## config.mk

```make
export PLATFORM = sky130hd
export DESIGN_NAME = preset_bank
export DESIGN_NICKNAME = d
export VERILOG_FILES = /design/src/rtl/preset_bank.sv
export SDC_FILE = /design/constraint.sdc
export NUM_CORES = 1
export LEC_CHECK = 0
export ABC_AREA = 1
export CAP_MARGIN = 20
export CORE_UTILIZATION = 52
export CTS_CLUSTER_SIZE = 25
export DETAILED_ROUTE_END_ITERATION = 8
export GPL_TIMING_DRIVEN = 0
export HOLD_SLACK_MARGIN = 0.03
export PLACE_DENSITY = 0.76
export SETUP_SLACK_MARGIN = 0.3
export SLEW_MARGIN = 20
export SYNTH_ARGS = -nofsm -noshare
export SYNTH_HDL_FRONTEND = slang
export SYNTH_SLANG_ARGS = --single-unit
```

## constraint.sdc

```tcl
create_clock -name clk -period 2.5 [get_ports clk]
set_input_delay 0.25 -clock clk [delete_from_list [all_inputs] [get_ports clk]]
set_output_delay 0.25 -clock clk [all_outputs]
set_load 0.03 [all_outputs]
```

## src/rtl/preset_bank.sv

```systemverilog
// Front-panel preset bank: debounced up/down buttons dial an edit value that the host
// commits to / reads from CH preset slots. Define PRESET_AUTOREPEAT_EN for hold-to-repeat.
module preset_bank #(
  parameter int DATA_W     = 6,
  parameter int CH         = 4,
  parameter int ADDR_W     = 2,
  parameter int MAX_VAL    = 20,
  parameter int DEB_CYC    = 16,
  parameter int REPEAT_CYC = 1000
) (
  input  logic                   clk,
  input  logic                   rst_n,
  input  logic                   cs,
  input  logic                   w_r,
  input  logic [ADDR_W-1:0]      addr,
  input  logic                   btn_up,
  input  logic                   btn_dn,
  output logic [DATA_W-1:0]      w_data,
  output logic [DATA_W-1:0]      r_data,
  output logic                   r_valid,
  output logic [CH*DATA_W-1:0]   preset_flat
);

  localparam int                DCW      = $clog2(DEB_CYC + 1);
  localparam logic [DCW-1:0]    DEB_LAST = DCW'(DEB_CYC - 1);
  localparam logic [DATA_W-1:0] MAX_W    = DATA_W'(MAX_VAL);

  if (((2 ** ADDR_W) < CH) || (MAX_VAL >= (2 ** DATA_W)) || (CH < 2) ||
      (DEB_CYC < 2) || (REPEAT_CYC < 2)) begin : g_bad_params
    $error("preset_bank: illegal parameter set");
  end

  // Index 0 is the up button, index 1 the down button throughout.
  logic [1:0]        sync1_r, sync2_r, deb_r;
  logic [DCW-1:0]    dcnt_r [2];
  logic [1:0]        press_s, event_s;
  logic [DATA_W-1:0] slot_r [CH];
  logic [CH-1:0]     wr_hit_s;
  logic [DATA_W-1:0] rd_mux_s;

  // Two-flop synchroniser followed by a stability counter per button
  always_ff @(posedge clk or negedge rst_n) begin
    if (!rst_n) begin
      sync1_r   <= 2'b11;
      sync2_r   <= 2'b11;
      deb_r     <= 2'b11;
      dcnt_r[0] <= '0;
      dcnt_r[1] <= '0;
    end else begin
      sync1_r <= {btn_dn, btn_up};
      sync2_r <= sync1_r;
      for (int b = 0; b < 2; b++) begin
        if (sync2_r[b] == deb_r[b]) begin
          dcnt_r[b] <= '0;
        end else if (dcnt_r[b] == DEB_LAST) begin
          deb_r[b]  <= sync2_r[b];
          dcnt_r[b] <= '0;
        end else begin
          dcnt_r[b] <= dcnt_r[b] + DCW'(1);
        end
      end
    end
  end

  // Press fires in the cycle the debounced level is about to fall, so it is a single pulse
  always_comb begin
    press_s = 2'b00;
    for (int b = 0; b < 2; b++) begin
      press_s[b] = (sync2_r[b] != deb_r[b]) && (dcnt_r[b] == DEB_LAST) && !sync2_r[b];
    end
  end

`ifdef PRESET_AUTOREPEAT_EN
  localparam int             RCW      = $clog2(REPEAT_CYC + 1);
  localparam logic [RCW-1:0] REP_LAST = RCW'(REPEAT_CYC - 1);

  logic [RCW-1:0] hold_r [2];
  logic [1:0]     rep_s;

  // Repeat pulse on the last count of each hold period
  always_comb begin
    rep_s = 2'b00;
    for (int b = 0; b < 2; b++) begin
      rep_s[b] = !deb_r[b] && (hold_r[b] == REP_LAST);
    end
  end

  // Hold counters run only while the debounced button is pressed
  always_ff @(posedge clk or negedge rst_n) begin
    if (!rst_n) begin
      hold_r[0] <= '0;
      hold_r[1] <= '0;
    end else begin
      for (int b = 0; b < 2; b++) begin
        if (deb_r[b] || (hold_r[b] == REP_LAST)) begin
          hold_r[b] <= '0;
        end else begin
          hold_r[b] <= hold_r[b] + RCW'(1);
        end
      end
    end
  end

  assign event_s = press_s | rep_s;
`else
  assign event_s = press_s;
`endif

  // Edit counter with wrap in both directions; simultaneous events cancel
  always_ff @(posedge clk or negedge rst_n) begin
    if (!rst_n) begin
      w_data <= '0;
    end else begin
      case (event_s)
        2'b01:   w_data <= (w_data == MAX_W) ? '0 : w_data + DATA_W'(1);
        2'b10:   w_data <= (w_data == '0) ? MAX_W : w_data - DATA_W'(1);
        default: w_data <= w_data;
      endcase
    end
  end

  // Address decode; out-of-range addresses hit no slot and read as zero
  always_comb begin
    wr_hit_s = '0;
    rd_mux_s = '0;
    for (int i = 0; i < CH; i++) begin
      wr_hit_s[i] = cs && !w_r && (addr == ADDR_W'(i));
      rd_mux_s    = rd_mux_s | ((addr == ADDR_W'(i)) ? slot_r[i] : '0);
    end
  end

  // Preset slots capture the pre-edit value of w_data
  always_ff @(posedge clk or negedge rst_n) begin
    if (!rst_n) begin
      for (int i = 0; i < CH; i++) begin
        slot_r[i] <= '0;
      end
    end else begin
      for (int i = 0; i < CH; i++) begin
        if (wr_hit_s[i]) begin
          slot_r[i] <= w_data;
        end else begin
          slot_r[i] <= slot_r[i];
        end
      end
    end
  end

  // Registered read port; r_data holds between reads
  always_ff @(posedge clk or negedge rst_n) begin
    if (!rst_n) begin
      r_data  <= '0;
      r_valid <= 1'b0;
    end else if (cs && w_r) begin
      r_data  <= rd_mux_s;
      r_valid <= 1'b1;
    end else begin
      r_data  <= r_data;
      r_valid <= 1'b0;
    end
  end

  for (genvar g = 0; g < CH; g++) begin : g_flat
    assign preset_flat[g*DATA_W +: DATA_W] = slot_r[g];
  end

endmodule

```

=== Yosys cells after proc, flatten, opt, wreduce, memory -nomap -nowiden ===
Cells that the tools add are included.

* Register bits after elaboration: 53
* Bits of input ports: 8
* Output and inout bits: 37

* Add/subtract/negate cells: 4
* Equal/unequal tests: 12
* Muxes and demuxes: 12
* Bitwise gates (word level): 5
* Reduce and logical (&&, ||, !) cells: 18

{| class="wikitable"
|+ Operators with widths
! operator !! number
|-
| $mux 6 || 6
|-
| $mux 5 || 4
|-
| $or 6x6->6 || 3
|-
| $pmux 6 s2 || 1
|-
| $add 5x1->5 const B || 2
|-
| $eq 5x4->1 const B || 2
|-
| $logic_and 1x1->1 || 10
|-
| $add 6x1->6 const B || 1
|-
| $eq 2x2->1 const B || 3
|-
| $eq 6x5->1 const B || 1
|-
| $logic_not 6->1 || 1
|-
| $sub 6x1->6 const B || 1
|-
| $eq 2x1->1 const B || 2
|-
| $reduce_and 2->1 || 2
|-
| $logic_not 1->1 || 3
|-
| $eq 1x1->1 || 2
|-
| $logic_not 2->1 || 1
|-
| $ne 1x1->1 || 2
|-
| $not 1->1 || 2
|-
| $reduce_bool 2->1 || 1
|-
| $mux 1 || 1
|}

=== Longest topological paths before layout ===
Gate-level depths: netlist of run 1.

* Depth after elaboration: 5
* Depth in mapped cells: 11
* Gate-level depth less buffers: 11

=== Least setup slack after synthesis of run 1 ===
OpenSTA, ideal clock, no wires.

* Path type: reg2reg
* Start point: reg sync2_r[1]
* End point: reg w_data[3]
* Setup time: 0.118 ns
* Arrival: 1.663 ns
* Data required time: 2.382 ns
* Slack: 0.719 ns
* Stages on the path, launching flop included: 9
* Buffers on the path: 0
* Period minus slack after synthesis: 1.781 ns
* Cells stage by stage: dfstp_2 xor2_1 inv_1 nor3_1 ha_1 inv_1 nand3_1 nand2_1 nand2_1

* Word-level cells in the longest chain between the ends: 5
* Elaborated cells on any way between the ends: 8

{| class="wikitable"
|+ Ends and longest elaborated chain
! item !! line !! text
|-
| start: declaration || 34 || <nowiki>logic [1:0] sync1_r, sync2_r, deb_r;</nowiki>
|-
| start signal: assignment || 51 || <nowiki>sync2_r <= sync1_r;</nowiki>
|-
| $ne 1x1->1 || 69 || <nowiki>press_s[b] = (sync2_r[b] != deb_r[b]) && (dcnt_r[b] == DEB_LAST) && !sync2_r[b];</nowiki>
|-
| $logic_and 1x1->1 || 69 ||
|-
| $logic_and 1x1->1 (*) || 69 ||
|-
| $eq 2x2->1 / $eq 2x1->1 (equally long branches) || 114 || <nowiki>case (event_s)</nowiki>
|-
| $pmux 6 s2 / $reduce_bool 2->1 (equally long branches) || -- ||
|-
| end signal: assignment || 115 || <nowiki>2'b01: w_data <= (w_data == MAX_W) ? '0 : w_data + DATA_W'(1);</nowiki>
|-
| end signal: assignment || 116 || <nowiki>2'b10: w_data <= (w_data == '0) ? MAX_W : w_data - DATA_W'(1);</nowiki>
|-
| end signal: assignment || 117 || <nowiki>default: w_data <= w_data;</nowiki>
|-
| end: declaration || 18 || <nowiki>output logic [DATA_W-1:0] w_data,</nowiki>
|}

Mark *: on every way between the ends. The rest lies on a longest branch, timed or not.
A chain may end at the register's enable or synchronous reset.

=== Worst setup path in the final report of run 1 ===
Same ends and word-level chain as after synthesis.

==> results of run 1 <==
-- state kept, by name, summed over array words and instances (netlist names) --
name         count
dcnt_r          10
sync2_r          2
sync1_r          2
r_valid          1
deb_r            2
r_data           6
w_data           6
preset_flat     24
-- cells in the mapped netlist --
| library cell | n | area share (%) |
|---|---|---|
| nand2_1 | 114 | 17 |
| inv_1 | 20 | 3.0 |
| nor2_4 | 2 | 0.91 |
| nand3b_1 | 1 | 0.30 |
| nor2_1 | 13 | 2.0 |
| a22oi_1 | 1 | 0.30 |
| nand3_1 | 17 | 3.4 |
| a31oi_1 | 1 | 0.25 |
| a21oi_1 | 3 | 0.61 |
| nor3_1 | 3 | 0.61 |
| dfstp_2 | 6 | 6.4 |
| o21ai_0 | 21 | 4.2 |
| dfrtp_1 | 47 | 48 |
| or2_1 | 1 | 0.25 |
| nand3_2 | 1 | 0.40 |
| buf_4 | 4 | 1.2 |
| inv_2 | 4 | 0.61 |
| nand4_1 | 9 | 2.3 |
| o21ai_2 | 6 | 2.1 |
| and3_1 | 2 | 0.51 |
| xor2_1 | 5 | 1.8 |
| ha_1 | 6 | 3.0 |
| clkinv_1 | 1 | 0.15 |
| o21ai_1 | 2 | 0.40 |
| buf_2 | 2 | 0.40 |
-- power by group through the flow --
| stage | registers (mW) | logic (mW) | clock network, mW |
|---|---|---|---|
| after floorplan | 0.950 | 0.0475 | 0 |
| after global placement | 0.921 | 0.152 | 0 |
| after global routing | 0.909 | 0.169 | 0.544 |
| final | 0.905 | 0.154 | 0.494 |
| after CTS | 0.905 | 0.156 | 0.509 |
| after detailed placement | 0.921 | 0.154 | 0 |
-- cell families after synthesis --
kind of cell,share of synthesized area (%)
AOI/OAI and AO/OA,7.94
DFF,53.9
adders and majority gates,3.03
and+or+nand+nor,28.0
xor gates and xnor gates,1.77
buffers and inverters,5.41
-- worst paths after layout --
| kind | cells after the start | to | start | slack, ns |
|---|---|---|---|---|
| worst max-delay path | 8 | w_data[3]$_DFFE_PN0P_ | sync2_r[1]$_DFF_PN1_ | 0.53 |
| worst min-delay path | 1 | sync1_r[1]$_DFF_PN1_ | btn_dn | 0.35 |
| worst max register to register | 8 | w_data[3]$_DFFE_PN0P_ | sync2_r[1]$_DFF_PN1_ | 0.53 |
| worst min register to register | 0 | sync2_r[0]$_DFF_PN1_ | sync1_r[0]$_DFF_PN1_ | 0.36 |
| max in group asynchronous | 2 | w_data[0]$_DFFE_PN0P_ | rst_n | 1.56 |
| min in group asynchronous | 2 | preset_flat[9]$_DFFE_PN0P_ | rst_n | 0.51 |
-- metal layers --
layer / vias to the layer above / track usage, % / routed length, µm
met5: - / 0 / 0
met4: 0 / 7.78 / 82
met3: 6 / 4.56 / 213
met2: 62 / 37.3 / 2380
met1: 967 / 27.0 / 2320
li1: 1048 / - / -
-- cell type report --
cell class | count | area, µm²
multi-input combinational | 208 | 1010
buffer | 6 | 40.0
timing repair buffer | 45 | 448
inverter | 25 | 93.8
fill | 361 | 1380
clock inverter | 3 | 26.3
tap | 52 | 65.1
clock buffer | 5 | 68.8
sequential | 53 | 1330
-- critical path: cells and delay by family (launching register included) --
family / cells / cell delay [ns]
flip-flops: 1 / 0.57
AND/OR/NAND/NOR: 4 / 0.42
adder cells (fa/ha/maj): 1 / 0.35
buffers and inverters: 2 / 0.30
XOR/XNOR: 1 / 0.23
-- through the flow --
stage	TNS [ns]	util, %	area (µm²)	hold WS [ns]
6_report	0	69.1	3090	0.345
3_5_place_dp	0	66.6	2980	0.322
4_1_cts	0	68.9	3080	0.337
5_1_grt	0	69.1	3090	0.327
3_3_place_gp	-16.95	66.6	2980	0.346
2_1_floorplan	0	-	2470	-0.0456
-- what timing repair did --
action | 4_1_cts | 5_1_grt
endpoints found under the setup margin | 0 | 5
hold buffers | 1 | 0
endpoints found under the hold margin | 47 | 0
gates resized for setup | 0 | 2
==> reports/qor.txt, run 1 <==
Status - finished, violations left
Failing checks - design-rule violations
Post-synthesis instance total - 292
WS Path Type - register to register
CP max stage cell - dfstp_2
Hold WC Path Type - input pin to register
#FFs+latches synth - 53
Total nets after synthesis - 306
Worst EP required - 2.70 ns
Row Count - 24
Clock Path Buffers - 2
Maximum VDD drop - 0.306 mV
Sequential area share after synthesis - 53.9%
Switching Share - 26.0%
Worst slack at placement - 0.500 ns
Crit start category - register
GRT Resource Usage Total - 21.6%
H-Tree Depth - 2
Rel. slew slack - 57.1%
Worst-Skew Late Latency - 0.31 ns
First-pass GRT wire length - 8470 µm
Worst-path clk slew - 0.09 ns
Port bufs - 44
DRC viols - 5
Final #Nets - 358
GP Congestion - 0.853
DP Wirelength - 3590 µm
Crit path max fanout - 7
Post-route insts no fill - 397
Die W - 71.0 µm
Synthesized area - 2470 µm²
Vias in the first global route - 1913
Slew Limit Fails - 0
Post-CTS Setup Inserts - 0
Post-layout minimum cycle time - 1.97 ns
Unrepaired setup endpoints after global routing - false
Largest net degree at the start of global routing - 54
CTS tree - done
DR vias/cell - 5.25
Reg power frac - 58.3%
Die H - 71.0 µm
Highest-count cells in the layout ignoring fill and taps - 114 x nand2_1, 47 x dfrtp_1, 43 x clkdlybuf4s50_1, 21 x o21ai_0, 20 x inv_1
1st-iter DRT viols - 101
Synth Warn # - 0
Clk network pwr share - 31.8%
Die ar. - 5040 µm²
F_max - 0.508 GHz
Tightest Pin Transition - 0.644 ns
Crit path arrival time - 2.17 ns
Total power - 1.55 mW
Cells after DPL - 388
Worst setup EP type - register
Initial Utilization - 55.3%
Layout Skew - 0.0144 ns
Total core area - 4470 µm²
Antenna-violating nets left - 0
Synth-to-Final Area Change - 24.9%
Mapped Avg Cell Area - 8.48 µm²
Max incr delay on CP - 0.57 ns
Drt wl/cell - 12.6 µm
Int Power - 1.15 mW
P_sw - 0.404 mW
Layout cells sized above 1 - 10.4%
CTS buffer count - 5
Clk root buf - clkbuf_8
Gr ovfl total - 0
DRT Pass-1 Iters - 7
Final period util - 78.7%
ANT cells - 0
Comb power frac - 9.9%
CTS sink cnt - 53
Final setup violation count - 0
Most common cell after layout, fill and taps aside - nand2_1
Initial antenna violation count - 0
Total routed wirelength - 4990 µm
Total number of vias - 2083
Max-Cap Viols - 0
# IOs - 45
Distinct cells, synth - 25
Hold Vio Cnt, Final - 0
Pwr/cell area - 502 nW/µm²
Leakage - 1.53 nW
Worst path cell trace - xor2_1, inv_1, nor3_2, ha_2, inv_1, nand3_1, nand2_1, nand2_1
Fin worst setup slack - 0.533 ns
Note: power is estimated with default switching activity, not from simulation.
==> run 2, diff against run 1 <==
clock period = 2 ns   (was 2.5 ns; I/O delays follow)
==> reports/qor.txt, run 2 (synthesis gave the netlist of run 1 again) <==
CTS tree - done
Total power - 2.08 mW
Worst EP required - 2.19 ns
Cells after DPL - 388
Post-layout minimum cycle time - 1.82 ns
GP Congestion - 0.938
Antenna-violating nets left - 0
Drt wl/cell - 13.0 µm
Clk network pwr share - 36.0%
Total number of vias - 2126
DP Wirelength - 3720 µm
Clk root buf - clkbuf_8
Maximum VDD drop - 0.410 mV
GRT Resource Usage Total - 22.8%
1st-iter DRT viols - 161
Die H - 71.0 µm
Worst-path clk slew - 0.10 ns
Hold path endpoint - sync1_r[1]$_DFF_PN1_
R2r setup slk - 0.18 ns
Total core area - 4470 µm²
Final period util - 90.8%
Total routed wirelength - 5250 µm
F_max - 0.550 GHz
Pwr/cell area - 646 nW/µm²
Core Util, Final - 72.1%
Vias in the first global route - 1922
H-Tree Depth - 2
Max-Cap Viols - 0
RR Endpoint - w_data[0]$_DFFE_PN0P_
Worst slack at placement - 0.0213 ns
Leakage - 1.60 nW
Synth-to-Final Area Change - 30.3%
FF-to-FF Start - dcnt_r[0]$_DFF_PN0_
Layout Skew - 0.0112 ns
Final setup violation count - 0
Fill cell count - 356
WS Path Type - register to register
CTS sink cnt - 53
Initial antenna violation count - 0
Fin worst setup slack - 0.183 ns
Unrepaired setup endpoints after global routing - true
First-pass GRT wire length - 8920 µm
Crit path arrival time - 2.01 ns
Highest-count cells in the layout ignoring fill and taps - 112 x nand2_1, 47 x dfrtp_1, 41 x clkdlybuf4s50_1, 20 x o21ai_0, 16 x inv_1
Rel. slew slack - 56.7%
Hold Crit Depth - 1
DRC viols - 4
Largest net degree at the start of global routing - 54
Int Power - 1.59 mW
Die W - 71.0 µm
Most common cell after layout, fill and taps aside - nand2_1
Post-DP Area - 2990 µm²
Worst setup EP type - register
CTS buffer count - 5
Status - finished, violations left
Largest register FFs - 24
Gr ovfl total - 0
Final #Nets - 365
Crit path max fanout - 7
Slew Limit Fails - 0
Row Count - 24
Design area - 3220 µm²
DR vias/cell - 5.26
# IOs - 45
Die ar. - 5040 µm²
Tightest Pin Transition - 0.650 ns
Hold WC Path Type - input pin to register
ANT cells - 0
Post-route insts no fill - 404
DRT Pass-1 Iters - 6
P_sw - 0.491 mW
Port bufs - 44
Worst-Skew Late Latency - 0.31 ns
Reg power frac - 54.3%
Hold_sp - btn_dn
FF-to-FF path depth - 10
Comb power frac - 9.7%
Clock Path Buffers - 2
Failing checks - design-rule violations
Initial Utilization - 55.3%
Layout cells sized above 1 - 15.3%
Switching Share - 23.6%
Crit start category - register
Hold Vio Cnt, Final - 0
## run 2: changes by cell type in the layout (fill, tap and decap cells not counted), sizes merged
| cell | previous run | this run |
|---|---|---|
| dlymetal6s2s | 0 | 1 |
| clkbuf | 5 | 6 |
| clkinvlp | 0 | 2 |
| bufinv | 0 | 1 |
| clkinv | 3 | 1 |
| inv | 25 | 23 |
| dlygate4sd2 | 0 | 1 |
| buf | 7 | 14 |
| clkdlybuf4s50 | 43 | 41 |
## run 2: worst max path at each step
stage                            endpoint            startpoint  slack [ns]
finish              w_data[0]$_DFFE_PN0P_   dcnt_r[0]$_DFF_PN0_        0.18
global route        w_data[0]$_DFFE_PN0P_   dcnt_r[0]$_DFF_PN0_        0.09
CTS                 w_data[0]$_DFFE_PN0P_   dcnt_r[1]$_DFF_PN0_        0.20
detailed placement  w_data[0]$_DFFE_PN0P_  sync2_r[1]$_DFF_PN1_        0.02
global placement    w_data[4]$_DFFE_PN0P_                 rst_n       -0.81
floorplan           w_data[3]$_DFFE_PN0P_  sync2_r[1]$_DFF_PN1_        0.33
## run 2: per-layer routing
metal / track usage [%] / up-vias / wire length [µm]
li1: - / 1069 / -
met1: 30.0 / 998 / 2410
met2: 37.9 / 51 / 2500
met3: 4.84 / 8 / 245
met4: 7.33 / 0 / 84
met5: 0 / - / 0
## run 2: cell type report
type	count	area (µm²)	area share, %
clock buffers	6	82.6	2.56
clock inverters	2	37.5	1.16
plain buffers	6	40.0	1.24
repair buffers	52	502	15.6
inverters	25	97.6	3.03
well taps	52	65.1	2.02
multi-input cells	208	1070	33.1
flip-flops and latches	53	1330	41.4
## run 2: critical path, stage by stage, from the launching register on
cell,delay (ns)
dfrtp_1,0.37
ha_2,0.18
and3_4,0.20
nand2_4,0.06
nor3_4,0.24
ha_4,0.20
clkinvlp_4,0.16
nand2_1,0.09
nand2_1,0.05
nand3_1,0.06
o21ai_1,0.08
## run 2: stage by stage
step	hold slack [ns]	setup TNS [ns]
global route	0.274	0
finish	0.290	0
detailed placement	0.274	0
global placement	0.346	-39.23
floorplan	-0.0956	0
CTS	0.282	0
## run 2: power groups by stage
stage / logic [mW] / registers, mW / clock network (mW)
after floorplan: 0.0598 / 1.19 / 0
after global placement: 0.191 / 1.15 / 0
after detailed placement: 0.194 / 1.15 / 0
after CTS: 0.204 / 1.13 / 0.765
after global routing: 0.225 / 1.13 / 0.799
final: 0.201 / 1.13 / 0.751
## run 2: what timing repair did
action,CTS,global route
setup endpoints to repair,7,7
endpoints found under the hold margin,47,0
hold buffers,1,0
setup buffers,7,0
pin swaps,5,2
resized for setup,13,2
